<file path="src/rtl/pipe_stage_reg_pkg.sv">
// Shared definitions for pipe_stage_reg: default payload widths, the FSM state
// encoding and the main-entry load select used by the stage register.
package pipe_stage_reg_pkg;

  // Defaults shared with the per-stage wrappers so every stage agrees on widths.
  localparam int unsigned DEF_DATA_W = 96;
  localparam int unsigned DEF_CTRL_W = 24;

  typedef enum logic [1:0] {
    ST_EMPTY = 2'd0,
    ST_BUSY  = 2'd1,
    ST_FULL  = 2'd2
  } state_e;

  typedef enum logic [1:0] {
    MAIN_HOLD = 2'd0,
    MAIN_IN   = 2'd1,
    MAIN_SKID = 2'd2
  } main_sel_e;

  function automatic logic [1:0] state_occupancy(input state_e s);
    case (s)
      ST_BUSY: return 2'd1;
      ST_FULL: return 2'd2;
      default: return 2'd0;
    endcase
  endfunction

endpackage

</file>
<file path="src/rtl/pipe_stage_reg.sv">
// Generic valid/ready pipeline stage register with flush and an optional
// 2-entry skid buffer; control payload is masked to zero on bubbles.
module pipe_stage_reg
  import pipe_stage_reg_pkg::*;
#(
  parameter int unsigned DATA_W = DEF_DATA_W,
  parameter int unsigned CTRL_W = DEF_CTRL_W,
  parameter bit          SKID   = 1'b1
) (
  input  logic              clk,
  input  logic              reset,
  input  logic              flush_i,
  input  logic              in_valid_i,
  output logic              in_ready_o,
  input  logic [DATA_W-1:0] in_data_i,
  input  logic [CTRL_W-1:0] in_ctrl_i,
  output logic              out_valid_o,
  input  logic              out_ready_i,
  output logic [DATA_W-1:0] out_data_o,
  output logic [CTRL_W-1:0] out_ctrl_o,
  output logic [1:0]        occupancy_o
);

  state_e      state_q, state_d;
  main_sel_e   main_sel;
  logic        skid_load;
  logic        in_fire;
  logic        in_ready_q;

  logic [DATA_W-1:0] main_data_q, skid_data_q;
  logic [CTRL_W-1:0] main_ctrl_q, skid_ctrl_q;

  assign in_fire = in_valid_i & in_ready_o;

  // State register; in_ready is precomputed from the next state so that the
  // skid build presents a flop-driven ready upstream.
  // NOTE: sequential state uses non-blocking assignments so every flop samples
  // the pre-edge values regardless of process ordering.
  always_ff @(posedge clk) begin
    if (reset) begin
      state_q    <= ST_EMPTY;
      in_ready_q <= 1'b1;
    end else begin
      state_q    <= state_d;
      in_ready_q <= (state_d != ST_FULL);
    end
  end

  // Next-state logic. With SKID=0 in_ready tracks out_ready in BUSY, so the
  // BUSY->FULL arc can never be taken and the FSM degenerates to one entry.
  // NOTE: every output of this block gets a default first, otherwise paths
  // that do not assign it would infer latches.
  always_comb begin
    state_d   = state_q;
    main_sel  = MAIN_HOLD;
    skid_load = 1'b0;
    if (flush_i) begin
      state_d = ST_EMPTY;
    end else begin
      case (state_q)
        ST_EMPTY: begin
          if (in_fire) begin
            state_d  = ST_BUSY;
            main_sel = MAIN_IN;
          end
        end
        ST_BUSY: begin
          if (in_fire && out_ready_i) begin
            main_sel = MAIN_IN;
          end else if (in_fire) begin
            state_d   = ST_FULL;
            skid_load = 1'b1;
          end else if (out_ready_i) begin
            state_d = ST_EMPTY;
          end
        end
        ST_FULL: begin
          if (out_ready_i) begin
            state_d  = ST_BUSY;
            main_sel = MAIN_SKID;
          end
        end
        default: state_d = ST_EMPTY;
      endcase
    end
  end

  // Outputs: valid and occupancy come straight from the state; control is
  // masked so squashed instructions never present write-enables or branches.
  always_comb begin
    out_valid_o = (state_q != ST_EMPTY);
    occupancy_o = state_occupancy(state_q);
    in_ready_o  = SKID ? in_ready_q : (!out_valid_o || out_ready_i);
    out_data_o  = main_data_q;
    out_ctrl_o  = main_ctrl_q & {CTRL_W{out_valid_o}};
  end

  // Payload registers. On flush only the control halves are cleared; data may
  // stay stale because it is never observed without out_valid_o.
  // NOTE: the payload registers are reset even though they act as storage,
  // because out_data_o must read zero straight after reset.
  always_ff @(posedge clk) begin
    if (reset) begin
      main_data_q <= '0;
      main_ctrl_q <= '0;
      skid_data_q <= '0;
      skid_ctrl_q <= '0;
    end else if (flush_i) begin
      main_ctrl_q <= '0;
      skid_ctrl_q <= '0;
    end else begin
      case (main_sel)
        MAIN_IN: begin
          main_data_q <= in_data_i;
          main_ctrl_q <= in_ctrl_i;
        end
        MAIN_SKID: begin
          main_data_q <= skid_data_q;
          main_ctrl_q <= skid_ctrl_q;
        end
        default: ;
      endcase
      if (skid_load) begin
        skid_data_q <= in_data_i;
        skid_ctrl_q <= in_ctrl_i;
      end
    end
  end

endmodule
</file>
<file path="config.mk">
export PLATFORM = sky130hd
export DESIGN_NAME = pipe_stage_reg
export DESIGN_NICKNAME = d
export VERILOG_FILES = /design/src/rtl/pipe_stage_reg_pkg.sv /design/src/rtl/pipe_stage_reg.sv
export SDC_FILE = /design/constraint.sdc
export NUM_CORES = 1
export LEC_CHECK = 0
export CAP_MARGIN = 20
export CORE_MARGIN = 8
export CORE_UTILIZATION = 54
export DETAILED_ROUTE_END_ITERATION = 12
export PLACE_DENSITY = 0.86
export SLEW_MARGIN = 25
export SYNTH_ARGS = -nofsm -noshare
export SYNTH_HDL_FRONTEND = slang
export SYNTH_SLANG_ARGS = --single-unit
</file>
<file path="constraint.sdc">
create_clock -name clk -period 8.6 [get_ports clk]
set_clock_uncertainty 0.2 [all_clocks]
set_input_delay 2.15 -clock clk [delete_from_list [all_inputs] [get_ports clk]]
set_output_delay 2.15 -clock clk [all_outputs]
set_load 0.02 [all_outputs]
</file>
### After elaboration in Yosys (flattened, before gate mapping)

Cells that the tools add are included.

* register bits after elaboration: 243
* output and inout bits: 124
* logic and storage cells: 40
* bits of input ports: 125

* reductions and logical operators: 7
* bitwise logic cells: 3
* multiplexer cells: 19
* equal/unequal tests: 5

Operators with widths (count)
* 96-bit case mux with 2 select lines: 1
* 24-bit case mux with 2 select lines: 1
* 24-bit bitwise AND: 1
* 2-bit two-way mux: 8
* 2-bit case mux with 3 select lines: 2
* 1-bit two-way mux: 6
* 2-bit by 1-bit equality test with 1-bit output, second input constant: 2
* 2-bit equality test, second input constant: 2
* 2-bit case mux with 2 select lines: 1
* 2-bit AND reduction: 2
* 2-bit nonzero test: 2
* 2-bit logical NOT: 1
* 2-bit != test, second input constant: 1
* 2-bit OR reduction: 1
* 1-bit bitwise AND: 1
* 1-bit logical AND: 1
* 1-bit NOT: 1

### Depth between registers and ports, before layout

* depth after elaboration: 8
* depth in mapped cells: 10
* gate-level depth less buffers: 6

### Worst setup path after synthesis

OpenSTA, ideal clock, no wires.

* path kind: input port to flip-flop
* start point: in flush_i
* end point: reg main_data_q[0], in the netlist out_data_o[0]
* stages: 9
* buffers on the path: 4
* library setup time: 0.134 ns
* arrival: 3.960 ns
* data required time: 8.266 ns
* setup slack: 4.306 ns
* path through: nand3b_1 > buf_4 > or3_1 > ha_1 > buf_2 > nor2_1 > clkbuf_1 > buf_2 > a211oi_1

* word-level cells in the longest chain between the ends: 4
* elaborated cells between the ends (all ways): 7
* classes of those cells: eq/ne: 2; mux: 2; bitwise: 1; reduce/logical: 2

RTL lines
* from (decl): line pipe_stage_reg.sv:12 `input logic flush_i,`
* 2-bit two-way mux: line pipe_stage_reg.sv:57 `if (flush_i) begin`
* 2-bit equality test / 2-bit by 1-bit equality test with 1-bit output (equally long branches): line pipe_stage_reg.sv:112 `case (main_sel)`
* 2-bit nonzero test (no line)
* 2-bit AND reduction (no line)
* to (signal assigned): line pipe_stage_reg.sv:114 `main_data_q <= in_data_i;`
* to (signal assigned): line pipe_stage_reg.sv:118 `main_data_q <= skid_data_q;`
* to (decl): line pipe_stage_reg.sv:30 `logic [DATA_W-1:0] main_data_q, skid_data_q;`

Several ways; a longest one is shown, not always the timed one.
A chain may end at the register's enable or synchronous reset.

### Worst setup path after layout

* start point: in flush_i
* end point: reg main_data_q[63], in the netlist out_data_o[63]

Same word-level chain as after synthesis.

==> out/results.txt <==
In the finished design, the share of the clock period the worst path needs comes to 59.0%. The die covers 23600 sq um. Power comes to 2.53 mW.

The global-route wire length before repair came out at 46200 microns. The worst-case IR drop observed on VDD is 0.142 mV. Biggest cell delay along the critical path: 0.50 ns.

The worst-margin pin slew was 0.981 ns; the internal cell power was 1.91 mW. Setup violations remaining at the end of the flow were counted as 0. For this design the total switching power over the nets is 0.621 mW. The critical path class was in -> reg.

During synthesis, Yosys emitted a total of 0 warnings. The area added between synthesis and finish works out to 30.5%. The worst path in the final design needs a cycle of 5.08 ns, including I/O delays and setup. The total standard cell area after synthesis came out at 10200 sq um. The register cell area after layout is 4860 sq um, and the width of the die is 154 microns. The path class of the tightest hold or removal check is reg -> reg. The tools report the residual overflow from global routing as 0. At the worst endpoint, the arrival time is 5.28 ns.

Critical path startpoint category: an input pin. For this design, the CTS-stage hold fixing added 0 buffers. The via count of the first global-routing pass was 8819; the number of filler cells placed in the layout was 1408. Summing over every cut layer, the via total after detailed routing is 9043.

The clock-pin slew of the registers on the worst-case setup and hold paths is 0.06 ns, and the share of total power in combinational logic is 12.2%. Counting flops and latches in the post-synthesis netlist gives 243. The number of nets produced by synthesis came out at 1256. The count of pins over their slew limit was 0. The tools report the top-level port count as 249. Traced cell by cell, the critical path runs through clkdlybuf4s50_1 -> nand3b_1 -> buf_4 -> or3_1 -> ha_4 -> nor2_4 -> buf_12 -> nor2_1 -> a211oi_1.

The footprint of the multi-input gates came out at 4780 sq um. Measured against its own limit, the worst slew margin works out to 34.6%. Net count of the finished layout: 1425. The count of final hold-check violations is 0. The critical path's top delay family was buffers and inverters. The run gives 28600 microns as the overall routed net length. Average cell area after synthesis: 9.07 sq um. For this design, the slowest cell found on the critical path is clkdlybuf4s50_1. The logs give 0 for the number of gates resized after cts and 243 for the clock sink count.

Die outline height: 154 microns. Based on the critical path, the design can be clocked at up to 0.197 GHz. Routability-driven placement finished with a final weighted congestion of 0.757. The number of I/O port buffers was 248; the remaining design rule violation count was 0. Counting along the longest clock path gives a buffer depth of 3.

Entering global routing, the biggest net connects 193 pins. The logs give 1 for the number of levels the H-tree was split into and 18600 sq um for the area inside the core boundary. The maximum fanout along the worst path was 192. For this run, the total global-route usage over all layers was measured as 23.0%. The top cell types in the final layout, fill and taps aside, are clkdlybuf4s50_1, dfxtp_1, nor2_1. At the worst endpoint, the required time is 8.81 ns. The logs give 4.32 nW for the static power due to leakage and 25 for the total clock buffers created by CTS. The number of antenna violations at the first check in global routing was 3; the post-CTS setup buffer count was 0.

Leaving out fill and tap cells, the most frequent cell in the layout is clkdlybuf4s50_1. After synthesis, the share of flip-flops with an asynchronous set or reset is 0%. Using the TritonRoute via totals, the vias-per-cell ratio works out to 5.82. In the final routed layout, each cell accounts on average for 18.4 microns.

For the effective utilization at floorplan, the log shows 55.0%. The run gives 50 as the number of placement rows. For this run, the leading register cell type out of synthesis is dfxtp_1. In this run the clock root is driven by a clkbuf_16. The flow ran to the end, and the final reports show no timing, DRC or antenna violations. The power per cell area is 189 nW/um^2. Setup repair after global routing left no endpoint under its margin. Once detailed placement completed, the half-perimeter wirelength came to 17500 microns. Counting every instance in the synthesized netlist gives 1130.

The logs give 5 for the count of TritonRoute iterations in the first routing pass and 41.4% for the proportion of power drawn by the clock network. The number of enable flip-flop cells after synthesis is 0. Type of element capturing the critical path: a register. The detail route stage leaves a number of antenna-violating nets equal to 0. The insertion delay to the later sink of the worst-skew pair was 0.51 ns; the number of distinct library cell variants in the gate-level netlist after synthesis was 28. In this run switching power makes up 24.5% of total power. Together, buffers and inverters on the worst path number 3. Cells with a size suffix above 1 make up 6.38% of the layout. For the share of total power in sequential cells, the log shows 46.5%.

The tool flagged a number of max-cap violations equal to 0. TritonCTS built the clock tree. For the final routed database, the setup TNS stands at 0 ns. The starting DRC count in detailed routing was 504; the sequential area share after synthesis was 47.5%.
worst reg2reg max path, stage by stage, from the launching register on:
cell and delay (ns):
dfxtp_1 0.38, nand3b_1 0.09, buf_4 0.27, or3_1 0.44, ha_4 0.40, nor2_4 0.18
buf_12 0.47, nor2_1 0.37, a211oi_1 0.30
cell families after synthesis:
family          count (synthesis)  synth area share, %
buf+inv                       120                 6.12
fa+ha+maj                       1                0.122
mux                           145                 14.5
simple gates                  281                 12.8
flops                         243                 47.5
compound gates                340                 19.1
flip-flops by register name (all words and copies together) (netlist names):
signal	cells
out_data_o	96
state_q	2
skid_ctrl_q	24
main_ctrl_q	24
in_ready_o	1
skid_data_q	96
worst paths after layout:
path	from	to	slack, ns	cells after the start
min reg2reg	skid_ctrl_q[12]$_SDFFE_PP0P_	skid_ctrl_q[12]$_SDFFE_PP0P_	0.27	2
max reg2reg	in_ready_o$_SDFF_PP1_	out_data_o[63]$_SDFFE_PP0P_	5.39	8
max	flush_i	out_data_o[63]$_SDFFE_PP0P_	3.52	9
min	skid_ctrl_q[12]$_SDFFE_PP0P_	skid_ctrl_q[12]$_SDFFE_PP0P_	0.27	2
cell type report:
| type | instances | area share [%] |
|---|---|---|
| flip-flops and latches | 243 | 36.4 |
| multi-input cells | 767 | 35.8 |
| repair buffers | 260 | 19.5 |
| clock buffers | 39 | 5.75 |
| well taps | 234 | 2.19 |
| clock inverters | 6 | 0.243 |
| inverters | 2 | 0.0562 |
| diodes | 2 | 0.0374 |
stage by stage:
step | utilization, % | worst slack (ns) | cell area (sq um) | hold slack, ns | std cells
after floorplan | - | 4.31 | 10200 | 0.250 | 1130
after global placement | 67.3 | 2.99 | 12500 | 0.257 | 1505
after detailed placement | 67.3 | 2.92 | 12500 | 0.266 | 1505
after CTS | 71.6 | 3.42 | 13300 | 0.275 | 1550
after global routing | 71.7 | 3.36 | 13400 | 0.294 | 1553
final | 71.7 | 3.52 | 13400 | 0.273 | 1553
cell usage after synthesis (10+ instances only):
library cell	count	share of area (%)
buf_2	45	2.2
clkbuf_1	50	1.8
mux2i_1	120	12
buf_6	11	1.2
mux2_2	25	2.7
o21ai_0	21	1.0
buf_4	10	0.73
a21oi_1	120	5.9
o21ai_1	100	4.9
nand3_1	121	5.9
nor2b_1	26	1.6
nor2_1	124	4.5
dfxtp_1	243	47
a211oi_1	97	7.1
power groups by stage:
stage | clock network, mW | logic [mW] | registers, mW
2_1_floorplan | 0 | 0.134 | 1.23
3_3_place_gp | 0 | 0.302 | 1.20
3_5_place_dp | 0 | 0.305 | 1.20
4_1_cts | 1.06 | 0.308 | 1.18
5_1_grt | 1.11 | 0.330 | 1.18
6_report | 1.05 | 0.307 | 1.18
per-layer routing:
metal | vias to the layer above | wire length (microns) | global-route usage (%)
met4 | 2 | 934 | 8.96
met5 | - | 13 | 0
li1 | 4383 | - | -
met3 | 52 | 1840 | 4.54
met1 | 4295 | 11800 | 28.8
met2 | 311 | 14000 | 38.5
Note: power is estimated with default switching activity, not from simulation.
